===== src/rtl/mem_stage_pkg.sv =====
// ============================================================================
//  Module   : mem_stage_pkg
//  Purpose  : Shared types, funct3 encodings and lane helpers for mem_stage.
//  Revision : 1.0  initial release
// ============================================================================
`default_nettype none

package mem_stage_pkg;

  localparam logic [2:0] F3_B  = 3'b000;
  localparam logic [2:0] F3_H  = 3'b001;
  localparam logic [2:0] F3_W  = 3'b010;
  localparam logic [2:0] F3_D  = 3'b011;
  localparam logic [2:0] F3_BU = 3'b100;
  localparam logic [2:0] F3_HU = 3'b101;
  localparam logic [2:0] F3_WU = 3'b110;

  typedef enum logic [1:0] {
    S_IDLE = 2'd0,
    S_REQ  = 2'd1,
    S_WAIT = 2'd2,
    S_RESP = 2'd3
  } state_e;

  function automatic logic [7:0] size_mask(input logic [1:0] sz);
    case (sz)
      2'd0:    return 8'h01;
      2'd1:    return 8'h03;
      2'd2:    return 8'h0F;
      default: return 8'hFF;
    endcase
  endfunction

  // Byte offset rounded down to the natural alignment of the access size.
  function automatic logic [2:0] align_off(input logic [2:0] off, input logic [1:0] sz);
    case (sz)
      2'd0:    return off;
      2'd1:    return {off[2:1], 1'b0};
      2'd2:    return {off[2], 2'b00};
      default: return 3'b000;
    endcase
  endfunction

  function automatic logic is_misaligned(input logic [2:0] off, input logic [1:0] sz);
    return off != align_off(off, sz);
  endfunction

  function automatic logic f3_defined(input logic is_load, input logic [2:0] f3);
    return is_load ? (f3 != 3'b111) : !f3[2];
  endfunction

endpackage

`default_nettype wire


===== src/rtl/mem_stage_lane_align.sv =====
// ============================================================================
//  Module   : mem_stage_lane_align
//  Purpose  : Byte-lane steering: store strobes/data and load extraction.
//  Revision : 1.0  initial release
// ============================================================================
`default_nettype none

module mem_stage_lane_align
  import mem_stage_pkg::*;
(
  input  logic [2:0]  funct3,
  input  logic [2:0]  off,
  input  logic [63:0] wdata,
  input  logic [63:0] rdata,
  output logic [7:0]  wstrb,
  output logic [63:0] wdata_sh,
  output logic [63:0] rdata_ext
);

  logic [2:0]  w_off;
  logic [63:0] w_d;

  always_comb begin
    // Clearing sub-size bits keeps a misaligned access inside its natural slot.
    w_off    = align_off(off, funct3[1:0]);
    wstrb    = size_mask(funct3[1:0]) << w_off;
    wdata_sh = wdata << {w_off, 3'b000};
    w_d      = rdata >> {w_off, 3'b000};
    case (funct3)
      F3_B:    rdata_ext = {{56{w_d[7]}},  w_d[7:0]};
      F3_H:    rdata_ext = {{48{w_d[15]}}, w_d[15:0]};
      F3_W:    rdata_ext = {{32{w_d[31]}}, w_d[31:0]};
      F3_BU:   rdata_ext = {56'd0, w_d[7:0]};
      F3_HU:   rdata_ext = {48'd0, w_d[15:0]};
      F3_WU:   rdata_ext = {32'd0, w_d[31:0]};
      default: rdata_ext = w_d;
    endcase
  end

endmodule

`default_nettype wire


===== src/rtl/mem_stage.sv =====
// ============================================================================
//  Module   : mem_stage
//  Purpose  : Memory-access pipeline stage with one valid/ready bus access per
//             load/store. Define MEM_MISALIGN_TRAP_EN to trap misaligned ops.
//  Revision : 1.0  initial release
// ============================================================================
`default_nettype none

module mem_stage
  import mem_stage_pkg::*;
#(
  parameter int XLEN           = 64,
  parameter int TIMEOUT_CYCLES = 256
) (
  input  logic            clk,
  input  logic            rst,
  input  logic            ex_valid,
  output logic            ex_ready,
  input  logic            ex_load,
  input  logic            ex_store,
  input  logic [2:0]      ex_funct3,
  input  logic [XLEN-1:0] ex_addr,
  input  logic [XLEN-1:0] ex_wdata,
  input  logic [XLEN-1:0] ex_alu_result,
  input  logic            ex_rd_w_ena,
  input  logic [4:0]      ex_rd_w_addr,
  output logic            dmem_req_valid,
  input  logic            dmem_req_ready,
  output logic [XLEN-1:0] dmem_req_addr,
  output logic            dmem_req_we,
  output logic [XLEN-1:0] dmem_req_wdata,
  output logic [7:0]      dmem_req_wstrb,
  input  logic            dmem_rsp_valid,
  input  logic [XLEN-1:0] dmem_rsp_rdata,
  output logic            wb_valid,
  output logic            wb_rd_w_ena,
  output logic [4:0]      wb_rd_w_addr,
  output logic [XLEN-1:0] wb_rd_data,
  output logic            wb_err
);

  localparam int             CNT_W    = $clog2(TIMEOUT_CYCLES);
  localparam logic [CNT_W-1:0] CNT_LAST = CNT_W'(TIMEOUT_CYCLES - 1);

  state_e            state_q, state_d;
  logic [CNT_W-1:0]  cnt_q, cnt_d;
  logic              is_load_q, is_load_d;
  logic [2:0]        funct3_q, funct3_d;
  logic [XLEN-1:0]   addr_q, addr_d;
  logic [XLEN-1:0]   wdata_q, wdata_d;
  logic              rd_w_ena_q, rd_w_ena_d;
  logic [4:0]        rd_w_addr_q, rd_w_addr_d;
  logic              wb_valid_q, wb_valid_d;
  logic              wb_rd_w_ena_q, wb_rd_w_ena_d;
  logic [4:0]        wb_rd_w_addr_q, wb_rd_w_addr_d;
  logic [XLEN-1:0]   wb_rd_data_q, wb_rd_data_d;
  logic              wb_err_q, wb_err_d;

  logic              w_mem_op;
  logic              w_in_req;
  logic [7:0]        w_lane_wstrb;
  logic [XLEN-1:0]   w_lane_wdata;
  logic [XLEN-1:0]   w_lane_rdata;

  mem_stage_lane_align u_lane_align (
    .funct3    (funct3_q),
    .off       (addr_q[2:0]),
    .wdata     (wdata_q),
    .rdata     (dmem_rsp_rdata),
    .wstrb     (w_lane_wstrb),
    .wdata_sh  (w_lane_wdata),
    .rdata_ext (w_lane_rdata)
  );

  always_comb begin
    state_d        = state_q;
    cnt_d          = cnt_q;
    is_load_d      = is_load_q;
    funct3_d       = funct3_q;
    addr_d         = addr_q;
    wdata_d        = wdata_q;
    rd_w_ena_d     = rd_w_ena_q;
    rd_w_addr_d    = rd_w_addr_q;
    wb_valid_d     = 1'b0;
    wb_rd_w_ena_d  = 1'b0;
    wb_rd_w_addr_d = 5'd0;
    wb_rd_data_d   = '0;
    wb_err_d       = 1'b0;
    w_mem_op       = ex_load | ex_store;

    case (state_q)
      S_IDLE: begin
        if (ex_valid) begin
          is_load_d   = ex_load;
          funct3_d    = ex_funct3;
          addr_d      = ex_addr;
          wdata_d     = ex_wdata;
          rd_w_ena_d  = ex_rd_w_ena;
          rd_w_addr_d = ex_rd_w_addr;
          if (w_mem_op && f3_defined(ex_load, ex_funct3)) begin
`ifdef MEM_MISALIGN_TRAP_EN
            if (is_misaligned(ex_addr[2:0], ex_funct3[1:0])) begin
              state_d        = S_RESP;
              wb_valid_d     = 1'b1;
              wb_err_d       = 1'b1;
              wb_rd_w_addr_d = ex_rd_w_addr;
            end else begin
              state_d = S_REQ;
            end
`else
            state_d = S_REQ;
`endif
          end else begin
            // Plain ALU ops, and memory ops with a reserved funct3 (never written back).
            state_d        = S_RESP;
            wb_valid_d     = 1'b1;
            wb_rd_w_ena_d  = !w_mem_op && ex_rd_w_ena && (ex_rd_w_addr != 5'd0);
            wb_rd_w_addr_d = ex_rd_w_addr;
            wb_rd_data_d   = ex_alu_result;
          end
        end
      end
      S_REQ: begin
        if (dmem_req_ready) begin
          state_d = S_WAIT;
          cnt_d   = '0;
        end
      end
      S_WAIT: begin
        if (dmem_rsp_valid) begin
          state_d        = S_RESP;
          wb_valid_d     = 1'b1;
          wb_rd_w_addr_d = rd_w_addr_q;
          if (is_load_q) begin
            wb_rd_w_ena_d = rd_w_ena_q && (rd_w_addr_q != 5'd0);
            wb_rd_data_d  = w_lane_rdata;
          end
        end else if (cnt_q == CNT_LAST) begin
          state_d        = S_RESP;
          wb_valid_d     = 1'b1;
          wb_err_d       = 1'b1;
          wb_rd_w_addr_d = rd_w_addr_q;
        end else begin
          cnt_d = cnt_q + CNT_W'(1);
        end
      end
      S_RESP:  state_d = S_IDLE;
      default: state_d = S_IDLE;
    endcase
  end

  always_ff @(posedge clk) begin
    if (rst) begin
      state_q        <= S_IDLE;
      cnt_q          <= '0;
      is_load_q      <= 1'b0;
      funct3_q       <= 3'd0;
      addr_q         <= '0;
      wdata_q        <= '0;
      rd_w_ena_q     <= 1'b0;
      rd_w_addr_q    <= 5'd0;
      wb_valid_q     <= 1'b0;
      wb_rd_w_ena_q  <= 1'b0;
      wb_rd_w_addr_q <= 5'd0;
      wb_rd_data_q   <= '0;
      wb_err_q       <= 1'b0;
    end else begin
      state_q        <= state_d;
      cnt_q          <= cnt_d;
      is_load_q      <= is_load_d;
      funct3_q       <= funct3_d;
      addr_q         <= addr_d;
      wdata_q        <= wdata_d;
      rd_w_ena_q     <= rd_w_ena_d;
      rd_w_addr_q    <= rd_w_addr_d;
      wb_valid_q     <= wb_valid_d;
      wb_rd_w_ena_q  <= wb_rd_w_ena_d;
      wb_rd_w_addr_q <= wb_rd_w_addr_d;
      wb_rd_data_q   <= wb_rd_data_d;
      wb_err_q       <= wb_err_d;
    end
  end

  // Request fields come straight from captured state, so they hold while stalled.
  assign w_in_req       = (state_q == S_REQ);
  assign ex_ready       = (state_q == S_IDLE);
  assign dmem_req_valid = w_in_req;
  assign dmem_req_addr  = w_in_req ? {addr_q[XLEN-1:3], 3'b000} : '0;
  assign dmem_req_we    = w_in_req && !is_load_q;
  assign dmem_req_wdata = (w_in_req && !is_load_q) ? w_lane_wdata : '0;
  assign dmem_req_wstrb = (w_in_req && !is_load_q) ? w_lane_wstrb : 8'd0;

  assign wb_valid     = wb_valid_q;
  assign wb_rd_w_ena  = wb_rd_w_ena_q;
  assign wb_rd_w_addr = wb_rd_w_addr_q;
  assign wb_rd_data   = wb_rd_data_q;
  assign wb_err       = wb_err_q;

endmodule

`default_nettype wire


===== config.mk =====
export PLATFORM = sky130hd
export DESIGN_NAME = mem_stage
export DESIGN_NICKNAME = d
export VERILOG_FILES = /design/src/rtl/mem_stage_pkg.sv /design/src/rtl/mem_stage_lane_align.sv /design/src/rtl/mem_stage.sv
export SDC_FILE = /design/constraint.sdc
export NUM_CORES = 1
export LEC_CHECK = 0
export CORE_AREA = 3 3 185 187
export CTS_CLUSTER_SIZE = 8
export DETAILED_ROUTE_END_ITERATION = 10
export DIE_AREA = 0 0 188 190
export PLACE_DENSITY = 0.72
export SYNTH_ARGS = -nofsm -noshare
export SYNTH_HDL_FRONTEND = slang
export SYNTH_SLANG_ARGS = --single-unit

===== constraint.sdc =====
create_clock -name clk -period 4.45 [get_ports clk]
set_clock_uncertainty 0.1 [all_clocks]
set_input_delay 1.1125 -clock clk [delete_from_list [all_inputs] [get_ports clk]]
set_output_delay 1.1125 -clock clk [all_outputs]
set_load 0.02 [all_outputs]

Yosys cells after proc, flatten, opt, wreduce, memory -nomap -nowiden
Index checks and enable logic that the tools add are counted.
{"block": "classes", "n_addsub": 1, "n_reduce_logical": 18, "shift": 3, "n_bitwise": 2, "n_eq_ne": 17, "muxes": 37}
{"cell": "$mux 64", "n": 6}
{"cell": "$pmux 64 s6", "n": 1}
{"cell": "$pmux 64 s2", "n": 1}
{"cell": "$shl 64x6->64", "n": 1}
{"cell": "$shr 64x6->64", "n": 1}
{"cell": "$mux 8", "n": 4}
{"cell": "$pmux 8 s3", "n": 1}
{"cell": "$mux 5", "n": 4}
{"cell": "$pmux 8 s2", "n": 1}
{"cell": "$mux 2", "n": 5}
{"cell": "$pmux 5 s2", "n": 1}
{"cell": "$reduce_bool 5->1", "n": 2}
{"cell": "$eq 3x3->1 const B", "n": 3}
{"cell": "$mux 1", "n": 9}
{"cell": "$pmux 3 s3", "n": 1}
{"cell": "$add 8x1->8 const B", "n": 1}
{"cell": "$eq 8x8->1 const B", "n": 1}
{"cell": "$ne 2x2->1 const B", "n": 4}
{"cell": "$pmux 2 s4", "n": 1}
{"cell": "$shl 8x3->8", "n": 1}
{"cell": "$eq 2x2->1 const B", "n": 3}
{"cell": "$ne 3x3->1 const B", "n": 2}
{"cell": "$logic_and 1x1->1", "n": 5}
{"cell": "$eq 2x1->1 const B", "n": 2}
{"cell": "13 further kinds", "n": 17}
{"block": "totals", "ff_bits": 220}

Logic depth before layout (Yosys ltp)
Gate-level depths: netlist (run 1).
{"block": "depth", "word_depth": 7, "ltp_mapped": 11, "ltp_nobuf": 8}

By module
A second synthesis (run 1) with hierarchy kept.
{"block": "hier_totals", "cells_unflattened": 1541, "area_unflattened_um2": 11977.7}
{"mod": "mem_stage", "n_inst": 1, "cells_per_inst": 1005, "area_per_inst_um2": 8506.9}
{"mod": "mem_stage_lane_align", "n_inst": 1, "cells_per_inst": 536, "area_per_inst_um2": 3470.8}

Least setup slack after synthesis (run 1)
Ideal clock, no wire load.
{"block": "synth_path", "kind": "register to output", "startpoint": "register funct3_q[0]", "endpoint": "output dmem_req_wdata[36]", "stages_incl_launch_ff": 8, "path_buffers": 4, "slack_ps": 1173, "arrival_ps": 2065, "cell_sequence": "dfxtp_1 -> buf_4 -> a21boi_2 -> buf_2 -> buf_2 -> buf_2 -> nand3_1 -> a21oi_1"}
{"block": "synth_between", "elab_chain_cells": 4, "elab_cells_between_ends": 6, "classes_between": "eq/ne: 2; shift: 1; mux: 2; reduce/logical: 1"}
{"element": "start: declaration", "line": "mem_stage.sv:48", "text": "logic [2:0] funct3_q, funct3_d;"}
{"element": "start signal: assignment", "line": "mem_stage.sv:171", "text": "funct3_q <= funct3_d;"}
{"element": "$eq 2x2->1 (tied with other cells)", "line": "mem_stage_pkg.sv:36", "text": "case (sz)"}
{"element": "$pmux 3 s3 (*)", "line": "mem_stage_pkg.sv:36"}
{"element": "$shl 64x6->64 (*)", "line": "mem_stage_lane_align.sv:27", "text": "wdata_sh = wdata << {w_off, 3'b000};"}
{"element": "$mux 64 (*)", "line": "mem_stage.sv:190", "text": "assign dmem_req_wdata = (w_in_req && !is_load_q) ? w_lane_wdata : '0;"}
{"element": "end: declaration", "line": "mem_stage.sv:31", "text": "output logic [XLEN-1:0] dmem_req_wdata,"}
Every way passes the cells marked *; elsewhere a longest branch is shown, timed or not.

Final worst setup path (run 1)
{"block": "layout_path", "startpoint": "register addr_q[0]", "endpoint": "output dmem_req_wdata[63]"}
{"block": "layout_between", "elab_chain_cells": 3}
{"element": "start: declaration", "line": "mem_stage.sv:49", "text": "logic [XLEN-1:0] addr_q, addr_d;"}
{"element": "start signal: assignment", "line": "mem_stage.sv:172", "text": "addr_q <= addr_d;"}
{"element": "$pmux 3 s3", "line": "mem_stage_pkg.sv:36"}
{"element": "$shl 64x6->64", "line": "mem_stage_lane_align.sv:27"}
{"element": "$mux 64", "line": "mem_stage.sv:190"}
No other way between the ends.

==> flow_metrics.py, run 1 <==
metrics = {
    "detailed_routing": {
        "drc": 0,
        "top_layer": "met5",
        "initialDrtViolationCount": 1117,
        "drt-met1-wl_mm": 18.8,
        "drt-total-wl_mm": 51.2,
        "avgRoutedWirePerCell_um": 20.9,
        "drt_pass1_iterations": 7,
        "via_per_inst": 5.31,
        "dr_wl_met3_mm": 4.65,
        "route.met2.wl_mm": 25.4,
        "vias": 13000,
        "antenna_left": 0,
    },
    "cells_and_area": {
        "drive_gt1_share_pct": 6.72,
        "final_nets": 2283,
        "synthToLayoutAreaGrowth_pct": 52.8,
        "fillers": 3137,
    },
    "power_and_ir_drop": {
        "ir_drop_v": 0.000315,
        "p_per_area_nw_per_um2": 427,
        "p_leak_uw": 0.00677,
    },
    "die": {
        "die-area_um2": 35700,
        "core_um2": 32600,
        "initial_core_util_pct": 34.9,
        "fp-row-count": 66,
        "io_pins": 483,
        "fp.dieW_um": 188,
        "die_h_um": 190,
    },
    "logic_synthesis": {
        "synth_xor_area_share_pct": 0.538,
        "synth-simple-area-share_pct": 29.3,
        "yosys-top-cells-count": "nand2_1, a21oi_1, dfxtp_1, clkbuf_1, and2_1",
        "seq_area_frac_synth_pct": 38.7,
        "ys_ff_latch": 220,
        "yosysMostFrequentCell": "nand2_1",
        "synth_top_flop_cell": "dfxtp_1",
        "synth_fa_ha_area_share_pct": 0.439,
        "ys_warn_count": 0,
        "yosysUniqueCellTypes": 58,
        "synth_top_family_by_area": "simple AND/OR/NAND/NOR gates",
        "synthCells": 1582,
        "yosys-top-cells-area": "dfxtp_1, nand2_1, a21oi_1",
        "synthMuxAreaShare_pct": 6.61,
        "yosysTopAreaCell": "dfxtp_1",
        "synth_edf_count": 0,
        "synth_top_area_share_pct": 38.7,
        "syn_area_per_cell_um2": 7.20,
        "async_reset_ff_share_pct": 0,
        "syn_area_um2": 11400,
        "synth_compound_area_share_pct": 19.2,
    },
    "clock_network": {
        "cts_buffer_depth": 3,
        "holdBufCountCts": 0,
        "clkTransAtPathRegs_ns": 0.05,
        "insertion_delay_ns": 0.55,
        "cts_root_buffer": "clkbuf_16",
        "cts-htree-levels": 1,
        "cts_buffers": 31,
        "cts_tree": "built",
        "cts.sinks": 220,
    },
    "grt": {
        "grt_pass1_vias": 12800,
        "grt_overflow_total": 0,
        "grt_pass1_wl_mm": 76.6,
        "grt_max_degree": 80,
        "antenna_found_initial": 8,
        "track_usage_pct": 27.2,
    },
    "worst_setup_path": {
        "cp_cell_sequence": "or3b_4, mux4_2, nand2_1, a21oi_1, clkdlybuf4s50_1",
        "cpPeakStageDelay_ns": 0.67,
        "critPathSlowestCell": "clkdlybuf4s50_1",
        "endpoint_kind": "primary output",
        "critical_path_arrival_ns": 3.01,
        "critPathMaxFanout": 16,
        "critical_path_required_ns": 3.24,
        "critPathBufInv": 1,
        "crit_family": "buffers and inverters",
        "worst-setup-path-type": "reg2out",
        "startpoint_type": "register",
    },
    "timing": {
        "layout_min_cycle_time_ns": 4.23,
        "fin_ws_ns": 0.224,
        "finalHoldViolations": 0,
        "setup_viol": 0,
        "post-route-period-util_pct": 95.0,
        "tns_ns": 0,
        "tightest_slew_ns": 0.918,
        "maxSlewHeadroom_pct": 38.2,
        "rsz0062_at_grt": "false",
        "final_max_slew_viol_count": 0,
        "fmax_mhz": 237,
    },
    "hold_path": {
        "hp-class": "reg2reg",
    },
    "placement": {
        "dp_hpwl_mm": 37.2,
        "place_ws_ns": 0.530,
        "port_buffers": 479,
        "gp_congestion": 0.925,
    },
    "flow_run": {
        "drv_cap": 0,
    },
    "run_status": {
        "status": "finished, final reports clean",
    },
}
[registers in the layout, summed over array words and instances (netlist names)]
register	cells
wb_rd_w_ena	1
rd_w_ena_q	1
state_q	2
wb_rd_data	64
wdata_q	64
addr_q	64
funct3_q	3
is_load_q	1
wb_err	1
wb_valid	1
cnt_q	8
rd_w_addr_q	5
wb_rd_w_addr	5
[per-layer routing]
| metal | vias to the layer above | GRT usage [%] |
|---|---|---|
| li1 | 6112 | - |
| met3 | 122 | 6.73 |
| met2 | 680 | 48.1 |
| met1 | 6097 | 31.4 |
| met4 | 10 | 11.8 |
| met5 | - | 0 |
[cell usage in the layout, fill, tap and decap left out, types with 4 or more instances in the layout]
cell,count
a311o_1,7
o21ai_0,54
o21ai_2,30
mux4_2,9
and2_1,82
a22oi_1,7
dfxtp_1,217
nand2b_1,6
buf_4,39
clkdlybuf4s50_1,475
a211oi_1,10
a311oi_1,9
o211ai_1,5
nand3_1,18
clkbuf_16,31
buf_12,4
ha_1,4
nor2_1,75
a21oi_1,230
mux2i_1,55
xor2_1,5
nand4_1,5
inv_1,10
and3_1,35
nand2_1,526
[timing repair]
action | 4_1_cts | 5_1_grt
pin swaps | 0 | 2
buffers inserted | 0 | 1
hold endpoints to repair | 0 | 0
endpoints found under the setup margin | 7 | 6
resized for setup | 1 | 3
cloned | 2 | 1
[report_power, final]
group / internal [µW] / leakage [µW] / switching, µW
sequential: 2250 / 0.00179 / 219
clock: 1230 / 0.000392 / 845
combinational: 1140 / 0.00458 / 1750
[worst reg2reg max path, delay by kind of cell (launching register included)]
family	cells	cell delay [ns]
flip-flops	1	0.35
buffers and inverters	4	1.37
AO/OA/AOI/OAI	4	1.00
AND/OR/NAND/NOR	1	0.29
[layout make-up]
class,instances,area (µm²),share of cell area (%)
clock buffer,34,797,4.58
tap,442,553,3.18
antenna,2,5.00,0.0288
multi-input combinational,1226,6480,37.2
inverter,10,37.5,0.216
timing repair buffer,518,5130,29.5
sequential,220,4410,25.3
[stage by stage]
step | power, µW | instance area [µm²] | instances | hold WS [ns] | utilization, %
global placement | 5300 | 16600 | 2412 | 0.337 | 50.7
CTS | 7460 | 17400 | 2448 | 0.349 | 53.2
floorplan | 4100 | 11400 | 1584 | 0.332 | -
detailed placement | 5340 | 16600 | 2412 | 0.342 | 50.7
finish | 7430 | 17400 | 2452 | 0.346 | 53.4
global route | 7810 | 17400 | 2452 | 0.360 | 53.4
[path summary, 6_finish.rpt]
check                                        startpoint                         to  slack, ns  cells past startpoint
worst min register to register  addr_q[25]$_SDFFE_PP0P_    addr_q[25]$_SDFFE_PP0P_       0.35                      2
worst max-delay path             addr_q[0]$_SDFFE_PP0P_         dmem_req_wdata[63]       0.22                      5
worst min-delay path            addr_q[25]$_SDFFE_PP0P_    addr_q[25]$_SDFFE_PP0P_       0.35                      2
worst max register to register   addr_q[1]$_SDFFE_PP0P_  wb_rd_data[32]$_SDFF_PP0_       1.20                      9
[cells by family after synthesis]
group,count (synthesis)
compound gates,373
xor+xnor,7
fa+ha+maj,4
buf+inv,141
flops,220
mux,64
other cells,1
simple gates,772
Power figures use the tool's default switching activity.
==> inputs of run 2 (changes only) <==
--- a/config.mk
+++ b/config.mk
@@ -9,6 +9,7 @@
 export CTS_CLUSTER_SIZE = 8
 export DETAILED_ROUTE_END_ITERATION = 10
 export DIE_AREA = 0 0 188 190
+export MAX_ROUTING_LAYER = met4
 export PLACE_DENSITY = 0.72
 export SYNTH_ARGS = -nofsm -noshare
 export SYNTH_HDL_FRONTEND = slang
==> flow_metrics.py, run 2 (synthesis results as in run 1) <==
metrics = {
    "run_status": {
        "status": "finished, final reports clean",
    },
    "timing": {
        "setup_viol": 0,
        "post-route-period-util_pct": 97.3,
        "tightest_slew_ns": 0.951,
        "layout_min_cycle_time_ns": 4.33,
        "rsz0062_at_grt": "true",
        "fmax_mhz": 231,
        "finalHoldViolations": 0,
        "maxSlewHeadroom_pct": 35.9,
        "final_max_slew_viol_count": 0,
    },
    "power_and_ir_drop": {
        "p_clk_share_pct": 28.1,
        "p_per_area_nw_per_um2": 426,
        "power.switching_uw": 2810,
        "comb_power_share_pct": 38.8,
        "p_int_uw": 4620,
        "p_leak_uw": 0.00676,
        "p_sw_share_pct": 37.9,
        "seq_power_share_pct": 33.2,
        "ir_drop_v": 0.000304,
        "power.total_uw": 7430,
    },
    "flow_run": {
        "drv_cap": 0,
    },
    "hold_path": {
        "hold_path.startpoint": "addr_q[45]$_SDFFE_PP0P_",
        "hold_end": "addr_q[45]$_SDFFE_PP0P_",
        "hp-class": "reg2reg",
        "holdPathStages": 2,
    },
    "grt": {
        "grt_max_degree": 140,
        "track_usage_pct": 28.0,
        "grt_pass1_wl_mm": 76.8,
        "antenna_found_initial": 5,
        "grt_overflow_total": 0,
        "grt_pass1_vias": 12800,
    },
    "worst_setup_path": {
        "critical_path_arrival_ns": 3.12,
        "worst-setup-path-type": "reg2out",
        "endpoint_kind": "primary output",
        "rrSetupSlack_ns": 1.22,
        "critical_path_required_ns": 3.24,
        "reg2regPathDepth": 10,
        "critPathMaxFanout": 61,
        "startpoint_type": "register",
        "r2r-start": "funct3_q[1]$_SDFFE_PP0P_",
        "rr_endpoint": "wb_rd_data[63]$_SDFF_PP0_",
    },
    "die": {
        "initial_core_util_pct": 34.9,
        "die_h_um": 190,
        "io_pins": 483,
        "fp-row-count": 66,
        "fp.dieW_um": 188,
        "die-area_um2": 35700,
        "core_um2": 32600,
    },
    "detailed_routing": {
        "drt-total-wl_mm": 51.1,
        "antenna_left": 0,
        "vias": 13000,
        "initialDrtViolationCount": 1078,
        "via_per_inst": 5.29,
        "avgRoutedWirePerCell_um": 20.8,
        "drt_pass1_iterations": 6,
        "drc": 0,
    },
    "placement": {
        "dp.cells": 2409,
        "port_buffers": 479,
        "place_area_um2": 16500,
        "dp_hpwl_mm": 37.3,
        "gp_congestion": 0.948,
    },
    "clock_network": {
        "cts_root_buffer": "clkbuf_16",
        "cts_tree": "built",
        "cts_buffers": 31,
        "insertion_delay_ns": 0.55,
        "cts_buffer_depth": 3,
        "cts.sinks": 220,
        "cts-htree-levels": 1,
        "clkTransAtPathRegs_ns": 0.06,
    },
    "cells_and_area": {
        "final_common_cell": "nand2_1",
        "fillers": 3105,
        "fin_cells": 2454,
        "final_nets": 2281,
        "layout_common_cells": "nand2_1, clkdlybuf4s50_1, a21oi_1",
        "finalInstanceArea_um2": 17400,
        "synthToLayoutAreaGrowth_pct": 52.9,
        "drive_gt1_share_pct": 6.73,
    },
}
## run 2: cell count changes in the layout (fill, tap and decap cells not counted), sizes merged
cell,before,now
buf,43,41
inv,10,11
diode,2,5
## run 2: worst max path at each step
| stage | start | to | depth (start not counted) |
|---|---|---|---|
| 6_report | funct3_q[1]$_SDFFE_PP0P_ | dmem_req_wdata[35] | 8 |
| 5_1_grt | funct3_q[1]$_SDFFE_PP0P_ | dmem_req_wdata[51] | 7 |
| 4_1_cts | funct3_q[0]$_SDFFE_PP0P_ | dmem_req_wdata[35] | 8 |
| 3_5_place_dp | addr_q[1]$_SDFFE_PP0P_ | dmem_req_wdata[56] | 7 |
| 3_3_place_gp | addr_q[1]$_SDFFE_PP0P_ | dmem_req_wdata[56] | 7 |
| 2_1_floorplan | funct3_q[0]$_SDFFE_PP0P_ | dmem_req_wdata[36] | 7 |
## run 2: layer usage
layer  vias to the layer above  track usage, %  wire length (µm)
met2                       668            47.4             25000
met1                      6072            32.6             19700
met5                         -               -                 0
met3                       121            6.04              4250
met4                         0            10.9              2130
li1                       6120               -                 -
## run 2: stage by stage
stage	util [%]	setup WS [ns]	TNS, ns	hold WS (ns)
final	53.4	0.122	0	0.347
after global routing	53.4	-0.0183	-0.0183	0.363
after CTS	53.3	0.0185	0	0.349
after detailed placement	50.7	0.475	0	0.342
after global placement	50.7	0.509	0	0.337
after floorplan	-	1.17	0	0.332
## run 2: critical path: stages, from the launching register on
cell and delay, ns:
dfxtp_2 0.43, buf_6 0.27, nor2_4 0.07, buf_12 0.19
nor2_1 0.25, buf_4 0.27, nand3_1 0.10, a21oi_1 0.26
clkdlybuf4s50_1 0.67
## run 2: repair_timing
item | 4_1_cts | 5_1_grt
hold buffers | 0 | 0
buffers inserted | 2 | 0
gates resized for setup | 4 | 2
endpoints found under the setup margin | 6 | 10
gates cloned | 2 | 1
pin swaps | 1 | 0
## run 2: power by group through the flow
stage | clock (µW) | sequential (µW) | combinational [µW]
2_1_floorplan | 0 | 2460 | 1640
3_3_place_gp | 0 | 2470 | 2810
3_5_place_dp | 0 | 2490 | 2850
4_1_cts | 2130 | 2450 | 2870
5_1_grt | 2210 | 2490 | 3130
6_report | 2080 | 2460 | 2880
## run 2: area by class of cell
class / count / area, µm² / area share [%]
multi-input cells: 1226 / 6480 / 37.2
repair buffers: 516 / 5120 / 29.4
flip-flops and latches: 220 / 4410 / 25.3
clock buffers: 34 / 797 / 4.58
well taps: 442 / 553 / 3.18
inverters: 10 / 37.5 / 0.216
diodes: 5 / 12.5 / 0.0718
clock inverters: 1 / 8.76 / 0.0503
